<file path="src/rtl/cmd_pkg.sv">
// Shared types and constants for the UART command bridge.
package cmd_pkg;

    typedef enum logic [2:0] {
        IDLE,
        WR_DATA,
        WR_STROBE,
        RD_LATCH,
        TX_SEND,
        TX_GAP,
        TX_WAIT
    } state_t;

    localparam logic OP_READ  = 1'b0;
    localparam logic OP_WRITE = 1'b1;

    localparam logic [7:0] ACK_BYTE_DEFAULT = 8'h06;

endpackage

</file>
<file path="src/rtl/uart_cmd_bridge_if.sv">
// UART byte handshakes plus register-bus signals of the command bridge.
interface uart_cmd_bridge_if;

    logic [7:0]  rx_data;
    logic        rx_valid;
    logic        rx_ack;
    logic [7:0]  tx_data;
    logic        tx_send;
    logic        tx_busy;
    logic        we;
    logic [6:0]  addr;
    logic [31:0] wdat;
    logic [31:0] rdat;
    logic        timeout;

    // Bridge side
    modport master (
        input  rx_data, rx_valid, tx_busy, rdat,
        output rx_ack, tx_data, tx_send, we, addr, wdat, timeout
    );

    // UART / register-file side
    modport slave (
        output rx_data, rx_valid, tx_busy, rdat,
        input  rx_ack, tx_data, tx_send, we, addr, wdat, timeout
    );

endinterface

</file>
<file path="src/rtl/uart_cmd_bridge.sv">
// Byte-protocol to register-bus bridge: {op,addr} command byte, 4-byte
// MSB-first write payload or 4-byte MSB-first read reply, ACK after writes,
// inter-byte timeout on partial writes.
module uart_cmd_bridge
    import cmd_pkg::*;
#(
    parameter logic [7:0]  ACK_BYTE       = ACK_BYTE_DEFAULT,
    parameter logic [23:0] TIMEOUT_CYCLES = 24'd1200000
) (
    input  logic              clk12,
    input  logic              rst,
    uart_cmd_bridge_if.master bus
);

    state_t      state;
    logic [31:0] shift;
    logic [1:0]  count;
    logic [23:0] tmo_cnt;
    logic        capture;

    // A byte is taken only while waiting for a command or write payload;
    // otherwise it stays pending in uart_rx.
    assign capture    = bus.rx_valid && !rst && (state == IDLE || state == WR_DATA);
    assign bus.rx_ack = capture;

    // Command framing, write strobe, timeout and TX pacing.
    always_ff @(posedge clk12) begin
        if (rst) begin
            state       <= IDLE;
            shift       <= '0;
            count       <= '0;
            tmo_cnt     <= '0;
            bus.tx_data <= '0;
            bus.tx_send <= 1'b0;
            bus.we      <= 1'b0;
            bus.addr    <= '0;
            bus.wdat    <= '0;
            bus.timeout <= 1'b0;
        end else begin
            bus.we      <= 1'b0;
            bus.tx_send <= 1'b0;
            bus.timeout <= 1'b0;
            case (state)
                IDLE: begin
                    if (capture) begin
                        bus.addr <= bus.rx_data[6:0];
                        count    <= '0;
                        tmo_cnt  <= '0;
                        state    <= (bus.rx_data[7] == OP_WRITE) ? WR_DATA : RD_LATCH;
                    end
                end
                WR_DATA: begin
                    // A byte arriving on the expiry cycle wins over the timeout.
                    if (capture) begin
                        bus.wdat <= {bus.wdat[23:0], bus.rx_data};
                        tmo_cnt  <= '0;
                        count    <= count + 2'd1;
                        if (count == 2'd3) begin
                            bus.we <= 1'b1;
                            state  <= WR_STROBE;
                        end
                    end else if (tmo_cnt == TIMEOUT_CYCLES - 24'd1) begin
                        tmo_cnt     <= '0;
                        bus.timeout <= 1'b1;
                        state       <= IDLE;
                    end else begin
                        tmo_cnt <= tmo_cnt + 24'd1;
                    end
                end
                WR_STROBE: begin
                    shift <= {ACK_BYTE, 24'h0};
                    count <= 2'd0;
                    state <= TX_SEND;
                end
                RD_LATCH: begin
                    shift <= bus.rdat;
                    count <= 2'd3;
                    state <= TX_SEND;
                end
                TX_SEND: begin
                    if (!bus.tx_busy) begin
                        bus.tx_data <= shift[31:24];
                        bus.tx_send <= 1'b1;
                        state       <= TX_GAP;
                    end
                end
                TX_GAP: begin
                    // uart_tx has not raised busy yet; skip one sample.
                    state <= TX_WAIT;
                end
                TX_WAIT: begin
                    if (!bus.tx_busy) begin
                        if (count == 2'd0) begin
                            state <= IDLE;
                        end else begin
                            shift <= {shift[23:0], 8'h00};
                            count <= count - 2'd1;
                            state <= TX_SEND;
                        end
                    end
                end
                default: state <= IDLE;
            endcase
        end
    end

endmodule

</file>
<file path="src/flat_wrapper.sv">
// flat-port wrapper written by rule: the top's interface ports become plain ports
module uart_cmd_bridge_flat import cmd_pkg::*;
#(
    parameter logic [7:0]  ACK_BYTE       = ACK_BYTE_DEFAULT,
    parameter logic [23:0] TIMEOUT_CYCLES = 24'd1200000
)
  (clk12, rst, bus_rx_data, bus_rx_valid, bus_tx_busy, bus_rdat, bus_rx_ack, bus_tx_data, bus_tx_send, bus_we, bus_addr, bus_wdat, bus_timeout);
  uart_cmd_bridge_if bus_i ();
  input  logic clk12;
  input  logic rst;
  input wire logic [$bits(bus_i.rx_data)-1:0] bus_rx_data;
  input wire logic [$bits(bus_i.rx_valid)-1:0] bus_rx_valid;
  input wire logic [$bits(bus_i.tx_busy)-1:0] bus_tx_busy;
  input wire logic [$bits(bus_i.rdat)-1:0] bus_rdat;
  output wire logic [$bits(bus_i.rx_ack)-1:0] bus_rx_ack;
  output wire logic [$bits(bus_i.tx_data)-1:0] bus_tx_data;
  output wire logic [$bits(bus_i.tx_send)-1:0] bus_tx_send;
  output wire logic [$bits(bus_i.we)-1:0] bus_we;
  output wire logic [$bits(bus_i.addr)-1:0] bus_addr;
  output wire logic [$bits(bus_i.wdat)-1:0] bus_wdat;
  output wire logic [$bits(bus_i.timeout)-1:0] bus_timeout;
  assign bus_i.rx_data = bus_rx_data;
  assign bus_i.rx_valid = bus_rx_valid;
  assign bus_i.tx_busy = bus_tx_busy;
  assign bus_i.rdat = bus_rdat;
  assign bus_rx_ack = bus_i.rx_ack;
  assign bus_tx_data = bus_i.tx_data;
  assign bus_tx_send = bus_i.tx_send;
  assign bus_we = bus_i.we;
  assign bus_addr = bus_i.addr;
  assign bus_wdat = bus_i.wdat;
  assign bus_timeout = bus_i.timeout;
  uart_cmd_bridge #(.ACK_BYTE(ACK_BYTE), .TIMEOUT_CYCLES(TIMEOUT_CYCLES)) u_core (.clk12(clk12), .rst(rst), .bus(bus_i));
endmodule
</file>
<file path="config.mk">
export PLATFORM = sky130hd
export DESIGN_NAME = uart_cmd_bridge_flat
export DESIGN_NICKNAME = d
export VERILOG_FILES = /design/src/rtl/cmd_pkg.sv /design/src/rtl/uart_cmd_bridge_if.sv /design/src/rtl/uart_cmd_bridge.sv /design/src/flat_wrapper.sv
export SDC_FILE = /design/constraint.sdc
export NUM_CORES = 1
export LEC_CHECK = 0
export CAP_MARGIN = 15
export CORE_MARGIN = 2
export CORE_UTILIZATION = 51
export DETAILED_ROUTE_END_ITERATION = 8
export PLACE_DENSITY = 0.91
export SLEW_MARGIN = 20
export SYNTH_ARGS = -nofsm -noshare
export SYNTH_HDL_FRONTEND = slang
export SYNTH_SLANG_ARGS = --single-unit
</file>
<file path="constraint.sdc">
create_clock -name clk12 -period 2.77 [get_ports clk12]
set_input_delay 0.6925 -clock clk12 [delete_from_list [all_inputs] [get_ports clk12]]
set_output_delay 0.6925 -clock clk12 [all_outputs]
set_load 0.03 [all_outputs]
</file>
# Word-level counts from Yosys, hierarchy flattened
# Cells that the tools add are included.
totals:
  regBits: 111
  latchBits: 0
  ramBits: 0
  rom_bits: 0
  word_cells: 76
  mem_count: 0
op_classes:
  add_sub_neg: 3
  mul: 0
  n_div: 0
  order_cmp: 0
  eq_ne: 15
  n_shift: 0
  muxes: 24
  n_bitwise: 4
  n_reduce_logical: 20
ops:
  columns: ["cell", "n"]
  rows:
  - ["32-bit one-hot mux with 3 select lines", 1]
  - ["24-bit 2-to-1 mux", 3]
  - ["32-bit 2-to-1 mux", 2]
  - ["24-bit one-hot mux with 2 select lines", 1]
  - ["24-bit by 1-bit adder with 24-bit output (second input constant)", 1]
  - ["24-bit by 21-bit == test with 1-bit output (second input constant)", 1]
  - ["3-bit 2-to-1 mux", 7]
  - ["3-bit one-hot mux with 6 select lines", 1]
  - ["2-bit 2-to-1 mux", 5]
  - ["2-bit != test (second input constant)", 5]
  - ["2-bit one-hot mux with 5 select lines", 1]
  - ["5-bit AND reduction", 2]
  - ["3-bit == test (second input constant)", 3]
  - ["2-bit AND reduction", 4]
  - ["3-bit by 2-bit == test with 1-bit output (second input constant)", 2]
  - ["3-bit != test (second input constant)", 2]
  - ["3-bit OR reduction", 2]
  - ["5-bit nonzero test", 1]
  - ["1-bit NOT", 4]
  - ["2-bit OR reduction", 2]
  - ["3-bit by 1-bit == test with 1-bit output (second input constant)", 1]
  - ["3-bit zero test", 1]
  - ["1-bit 2-to-1 mux", 3]
  - ["3-bit AND reduction", 1]
  - ["9 further kinds", 10]

# Depth between registers and ports, before layout
depth:
  ltp_word: 5
  depth_mapped: 8

# Worst setup path after synthesis
# Ideal clock, no wire load.
synth_timing:
  path_type: "input to output"
  from: "in rst"
  to: "out bus_rx_ack"
  t_arrival_ns: 1.625
  required_ns: 2.078
  setup_slack_ns: 0.452
  path_stages: 3
  n_path_buf: 1
  path_cell_list: "nand2b_1 -> clkbuf_1 -> nor3_1"
synth_between:
  elab_chain_cells: 3
synth_rtl:
  columns: ["item", "line", "source"]
  rows:
  - ["start: declaration", "flat_wrapper.sv:10", "input logic rst;"]
  - ["1-bit zero test", "uart_cmd_bridge.sv:23", "assign capture = bus.rx_valid && !rst && (state == IDLE || state == WR_DATA);"]
  - ["1-bit logical AND (2 in series)", "uart_cmd_bridge.sv:23", null]
  - ["end: declaration", "flat_wrapper.sv:15", "output wire logic [$bits(bus_i.rx_ack)-1:0] bus_rx_ack;"]
# No other way between the ends.

# Worst setup path after layout
layout_timing:
  from: "in bus_rx_valid"
  to: "out bus_rx_ack"
layout_between:
  elab_chain_cells: 2
layout_rtl:
  columns: ["item", "line", "source"]
  rows:
  - ["start: declaration", "flat_wrapper.sv:12", "input wire logic [$bits(bus_i.rx_valid)-1:0] bus_rx_valid;"]
  - ["1-bit logical AND (2 in series)", "uart_cmd_bridge.sv:23", null]
# No other way between the ends.

==> impl_results.html <==
<table>
<tr><th>Metric</th><th>Value</th></tr>
<tr><th colspan="2">Worst setup path</th></tr>
<tr><td>Buffering stage count on the worst path with inverters included</td><td>2</td></tr>
<tr><td>Data required time of the critical path</td><td>2.08 ns</td></tr>
<tr><td>Top Family by Delay on Critical Path</td><td>buffers and inverters</td></tr>
<tr><td>Cell at the slowest stage of the critical path</td><td>sky130_fd_sc_hd__clkdlybuf4s50_1</td></tr>
<tr><td>Worst-path fanout max</td><td>6</td></tr>
<tr><td>Startpoint types</td><td>input port</td></tr>
<tr><td>Crit Path Category</td><td>input port to output port</td></tr>
<tr><td>Longest individual stage delay on the worst path</td><td>0.57 ns</td></tr>
<tr><td>R2R setup slack</td><td>0.60 ns</td></tr>
<tr><td>Crit path capture type</td><td>output port</td></tr>
<tr><td>Cell-by-cell trace of the critical path</td><td>clkdlybuf4s50_1 -&gt; nand2b_1 -&gt; nor3_1 -&gt; buf_4</td></tr>
<tr><td>CP Data Arrival Time</td><td>1.81 ns</td></tr>
<tr><th colspan="2">Synth</th></tr>
<tr><td>Post-synthesis average cell area</td><td>8.260 um^2</td></tr>
<tr><td>FF+latch count, synth</td><td>111</td></tr>
<tr><td>Yosys cell types</td><td>43</td></tr>
<tr><td>Yosys warns</td><td>0</td></tr>
<tr><td>Primary FF master, synth</td><td>sky130_fd_sc_hd__dfxtp_1</td></tr>
<tr><td>EDFF count, synth</td><td>0</td></tr>
<tr><td>Cell area after synthesis</td><td>4642 um^2</td></tr>
<tr><td>Syn Nets</td><td>607</td></tr>
<tr><td>Part of the Yosys area used for sequential elements</td><td>0.4787</td></tr>
<tr><td>Synthesized instance count</td><td>562</td></tr>
<tr><td>Most area-consuming cells after synthesis</td><td>sky130_fd_sc_hd__dfxtp_1 (48%), sky130_fd_sc_hd__nand2b_1 (6.3%), sky130_fd_sc_hd__nand2_1 (5.6%)</td></tr>
<tr><td>Synth async-reset ratio</td><td>0</td></tr>
<tr><td>Area share of the largest cell type after synthesis</td><td>0.4787</td></tr>
<tr><td>Leading post-synthesis cells by instance count</td><td>sky130_fd_sc_hd__dfxtp_1 (111), sky130_fd_sc_hd__nand2_1 (69), sky130_fd_sc_hd__nor2_1 (53), sky130_fd_sc_hd__o21ai_0 (48), sky130_fd_sc_hd__nand2b_1 (47)</td></tr>
<tr><td>Biggest area consumer among synthesized cells</td><td>sky130_fd_sc_hd__dfxtp_1</td></tr>
<tr><td>Leading cell type by number of instances after synthesis</td><td>sky130_fd_sc_hd__dfxtp_1</td></tr>
<tr><th colspan="2">Routing</th></tr>
<tr><td>DRC Markers</td><td>0</td></tr>
<tr><td>Via count of the routed design</td><td>4,295</td></tr>
<tr><td>Post-detailed-route count of antenna-violating nets</td><td>0</td></tr>
<tr><td>Number of iterations in the first detailed-routing pass</td><td>5</td></tr>
<tr><td>Number of DRC violations after detailed-routing iteration 0</td><td>306</td></tr>
<tr><td>Post-DR vias/cell</td><td>5.696</td></tr>
<tr><td>Average wire per standard cell</td><td>14.43 um</td></tr>
<tr><td>WL final</td><td>10.88 mm</td></tr>
<tr><th colspan="2">CTS</th></tr>
<tr><td>Longest Clk Path Bufs</td><td>2</td></tr>
<tr><td>Hold Buf Count CTS</td><td>0</td></tr>
<tr><td>Post-CTS resize count</td><td>0</td></tr>
<tr><td>H-Tree Depth</td><td>3</td></tr>
<tr><td>Clock-pin transition on the worst setup and hold timing paths</td><td>0.11 ns</td></tr>
<tr><td>TritonCTS clock tree</td><td>done</td></tr>
<tr><td>Post-CTS Setup Inserts</td><td>0</td></tr>
<tr><td>Clock latency at the later pin of the worst-skew pair</td><td>0.37 ns</td></tr>
<tr><td>TritonCTS Buffers</td><td>9</td></tr>
<tr><td>CTS sink count</td><td>111</td></tr>
<tr><td>Cell chosen for the clock root</td><td>sky130_fd_sc_hd__clkbuf_8</td></tr>
<tr><th colspan="2">Global route</th></tr>
<tr><td>Global route overflow</td><td>0</td></tr>
<tr><td>All-Layer GR Usage</td><td>0.2264</td></tr>
<tr><td>Maximum number of pins on one net before global-route repair</td><td>65</td></tr>
<tr><td>Wire length of the first global-routing pass</td><td>18.60 mm</td></tr>
<tr><td>Number of antenna violations at the first check in global routing</td><td>0</td></tr>
<tr><td>Via count of the first global-routing pass</td><td>4,033</td></tr>
<tr><th colspan="2">Timing</th></tr>
<tr><td>Total negative slack for setup checks</td><td>0 ns</td></tr>
<tr><td>Smallest setup slack after layout</td><td>0.2628 ns</td></tr>
<tr><td>Pins Over Slew Limit</td><td>0</td></tr>
<tr><td>Slew of the pin with the lowest slew margin</td><td>0.8043 ns</td></tr>
<tr><td>Setup clock skew after layout</td><td>0.01638 ns</td></tr>
<tr><td>Crit share post-route</td><td>0.9051</td></tr>
<tr><td>Final setup violation count</td><td>0</td></tr>
<tr><td>Relative slew slack</td><td>0.4627</td></tr>
<tr><td>Achievable clock frequency</td><td>0.3989 GHz</td></tr>
<tr><td>Fin crit period</td><td>2.507 ns</td></tr>
<tr><td>Setup repair after global routing missed its margin</td><td>no</td></tr>
<tr><td>Final hold violation count</td><td>0</td></tr>
<tr><th colspan="2">Status</th></tr>
<tr><td>Status</td><td>completed</td></tr>
<tr><th colspan="2">Power and ir drop</th></tr>
<tr><td>Power density of the placed cells</td><td>507.2 nW/um^2</td></tr>
<tr><td>Standby leakage power</td><td>1.956 nW</td></tr>
<tr><td>Overall power of the completed layout</td><td>0.002991 W</td></tr>
<tr><td>Worst vdd rail ir drop</td><td>0.3211 mV</td></tr>
<tr><th colspan="2">Floorplanning</th></tr>
<tr><td>Core region area</td><td>8763 um^2</td></tr>
<tr><td>Area of the die</td><td>9881 um^2</td></tr>
<tr><td>Chip height</td><td>99.41 um</td></tr>
<tr><td>Number of core rows</td><td>34</td></tr>
<tr><td>Die width</td><td>99.41 um</td></tr>
<tr><td>Initial standard-cell utilization of the core</td><td>0.5297</td></tr>
<tr><td>Ports placed on the boundary</td><td>95</td></tr>
<tr><th colspan="2">Finish</th></tr>
<tr><td>Area delta synth-&gt;final</td><td>27.04%</td></tr>
<tr><td>Layout cell share with drive strength beyond 1</td><td>0.06656</td></tr>
<tr><td>Final Instance Count excl. Fillers</td><td>754</td></tr>
<tr><td>Design Area, Final</td><td>5897 um^2</td></tr>
<tr><td>Diodes inserted</td><td>0</td></tr>
<tr><td>Number of nets in the layout</td><td>687</td></tr>
<tr><th colspan="2">Placement</th></tr>
<tr><td>Port Buffer Count</td><td>94</td></tr>
<tr><td>Placer Congestion</td><td>0.8965</td></tr>
<tr><td>Dpl cells</td><td>739</td></tr>
<tr><td>Post-detail-place hpwl</td><td>7.680 mm</td></tr>
<tr><td>Dpl cell area</td><td>5718 um^2</td></tr>
<tr><td>Setup slack after placement</td><td>0.1973 ns</td></tr>
<tr><th colspan="2">Run</th></tr>
<tr><td>Count of max-cap constraint violations</td><td>0</td></tr>
<tr><th colspan="2">Hold path</th></tr>
<tr><td>Tightest Hold Check Type</td><td>flop to flop</td></tr>
</table>
-- area by class of cell --
type / count / area [um^2]
Fill cell: 664 / 2867
Clock inverter: 6 / 55.05
Timing Repair Buffer: 111 / 1086
Multi-Input combinational cell: 403 / 2252
Tap cell: 108 / 135.1
Inverter: 6 / 22.52
Clock buffer: 9 / 123.9
Sequential cell: 111 / 2222
-- worst reg2reg max path: cells and delay by family (launching register included) --
family          cells  cell delay (ns)
compound gates      2             0.38
buf+inv             1             0.18
flops               1             0.37
simple gates        3             1.14
-- registers in the layout, indices dropped and copies added (netlist names) --
name / cells
u_core.bus.we: 1
u_core.shift: 32
u_core.bus.tx_data: 8
u_core.bus.tx_send: 1
u_core.state: 3
u_core.tmo_cnt: 24
u_core.count: 2
u_core.bus.timeout: 1
u_core.bus.addr: 7
u_core.bus.wdat: 32
-- through the flow --
step | utilization | hold WS (ns)
after global routing | 0.6729 | 0.4844
after floorplan | - | 0.4323
after detailed placement | 0.6525 | 0.4451
after global placement | 0.6525 | 0.4403
after CTS | 0.6729 | 0.4630
final | 0.6729 | 0.4586
-- cells in the final DEF, fill, tap and decap left out, types with 2 or more instances in the layout --
cell	Yosys	final
sky130_fd_sc_hd__nor2_1	53	52
sky130_fd_sc_hd__o21ai_0	48	47
sky130_fd_sc_hd__nor4_1	6	5
sky130_fd_sc_hd__a22o_1	3	3
sky130_fd_sc_hd__nand4_1	7	7
sky130_fd_sc_hd__o21ai_1	2	2
sky130_fd_sc_hd__a221oi_1	22	22
sky130_fd_sc_hd__nor2b_1	2	2
sky130_fd_sc_hd__nand2_1	69	69
sky130_fd_sc_hd__clkinv_4	0	2
sky130_fd_sc_hd__nor3_1	33	32
sky130_fd_sc_hd__or3_1	2	2
sky130_fd_sc_hd__dfxtp_1	111	111
sky130_fd_sc_hd__xnor2_1	4	4
sky130_fd_sc_hd__or4_1	2	2
sky130_fd_sc_hd__a41oi_1	2	2
sky130_fd_sc_hd__buf_12	0	2
sky130_fd_sc_hd__and3_1	7	7
sky130_fd_sc_hd__buf_4	0	16
sky130_fd_sc_hd__mux2i_1	3	3
sky130_fd_sc_hd__inv_8	0	2
sky130_fd_sc_hd__inv_1	6	6
sky130_fd_sc_hd__a21oi_1	28	28
sky130_fd_sc_hd__clkbuf_8	0	9
sky130_fd_sc_hd__clkdlybuf4s50_1	0	92
sky130_fd_sc_hd__clkinvlp_4	0	2
sky130_fd_sc_hd__nand2b_1	47	47
sky130_fd_sc_hd__a211oi_1	2	2
sky130_fd_sc_hd__a221o_1	3	3
sky130_fd_sc_hd__nand3b_1	2	2
sky130_fd_sc_hd__a31oi_1	15	15
sky130_fd_sc_hd__nand3_1	16	16
sky130_fd_sc_hd__a22oi_1	12	12
-- layer usage --
metal  track usage  routed length [um]
met5             0                   0
met4       0.07587                 182
met3       0.05341                 588
met2        0.3862                5549
met1        0.2824                4559
-- cell families (layout without fill, tap and decap cells) --
| kind of cell | after synthesis | in the layout | synth area share |
|---|---|---|---|
| compound gates | 142 | 142 | 0.1949 |
| xor+xnor | 4 | 4 | 0.007546 |
| fa+ha+maj | 1 | 1 | 0.002695 |
| buf+inv | 48 | 132 | 0.03989 |
| flops | 111 | 111 | 0.4787 |
| mux | 3 | 3 | 0.006469 |
| simple gates | 253 | 253 | 0.2698 |
-- worst paths after layout --
check                           to               start  depth (start not counted)
max                     bus_rx_ack        bus_rx_valid                          4
min          u_core.bus.tx_data[6]    u_core.shift[30]                          2
max reg2reg     u_core.tmo_cnt[13]  u_core.tmo_cnt[13]                          6
min reg2reg  u_core.bus.tx_data[6]    u_core.shift[30]                          2
-- power breakdown --
group	total (W)	switching (W)	internal, W
Combinational	0.000398	0.000219	0.000180
Sequential	0.00169	0.0000422	0.00165
Clock	0.000900	0.000562	0.000338
Total	0.00299	0.000823	0.00217
No activity file was read; power rests on OpenSTA's default activity.
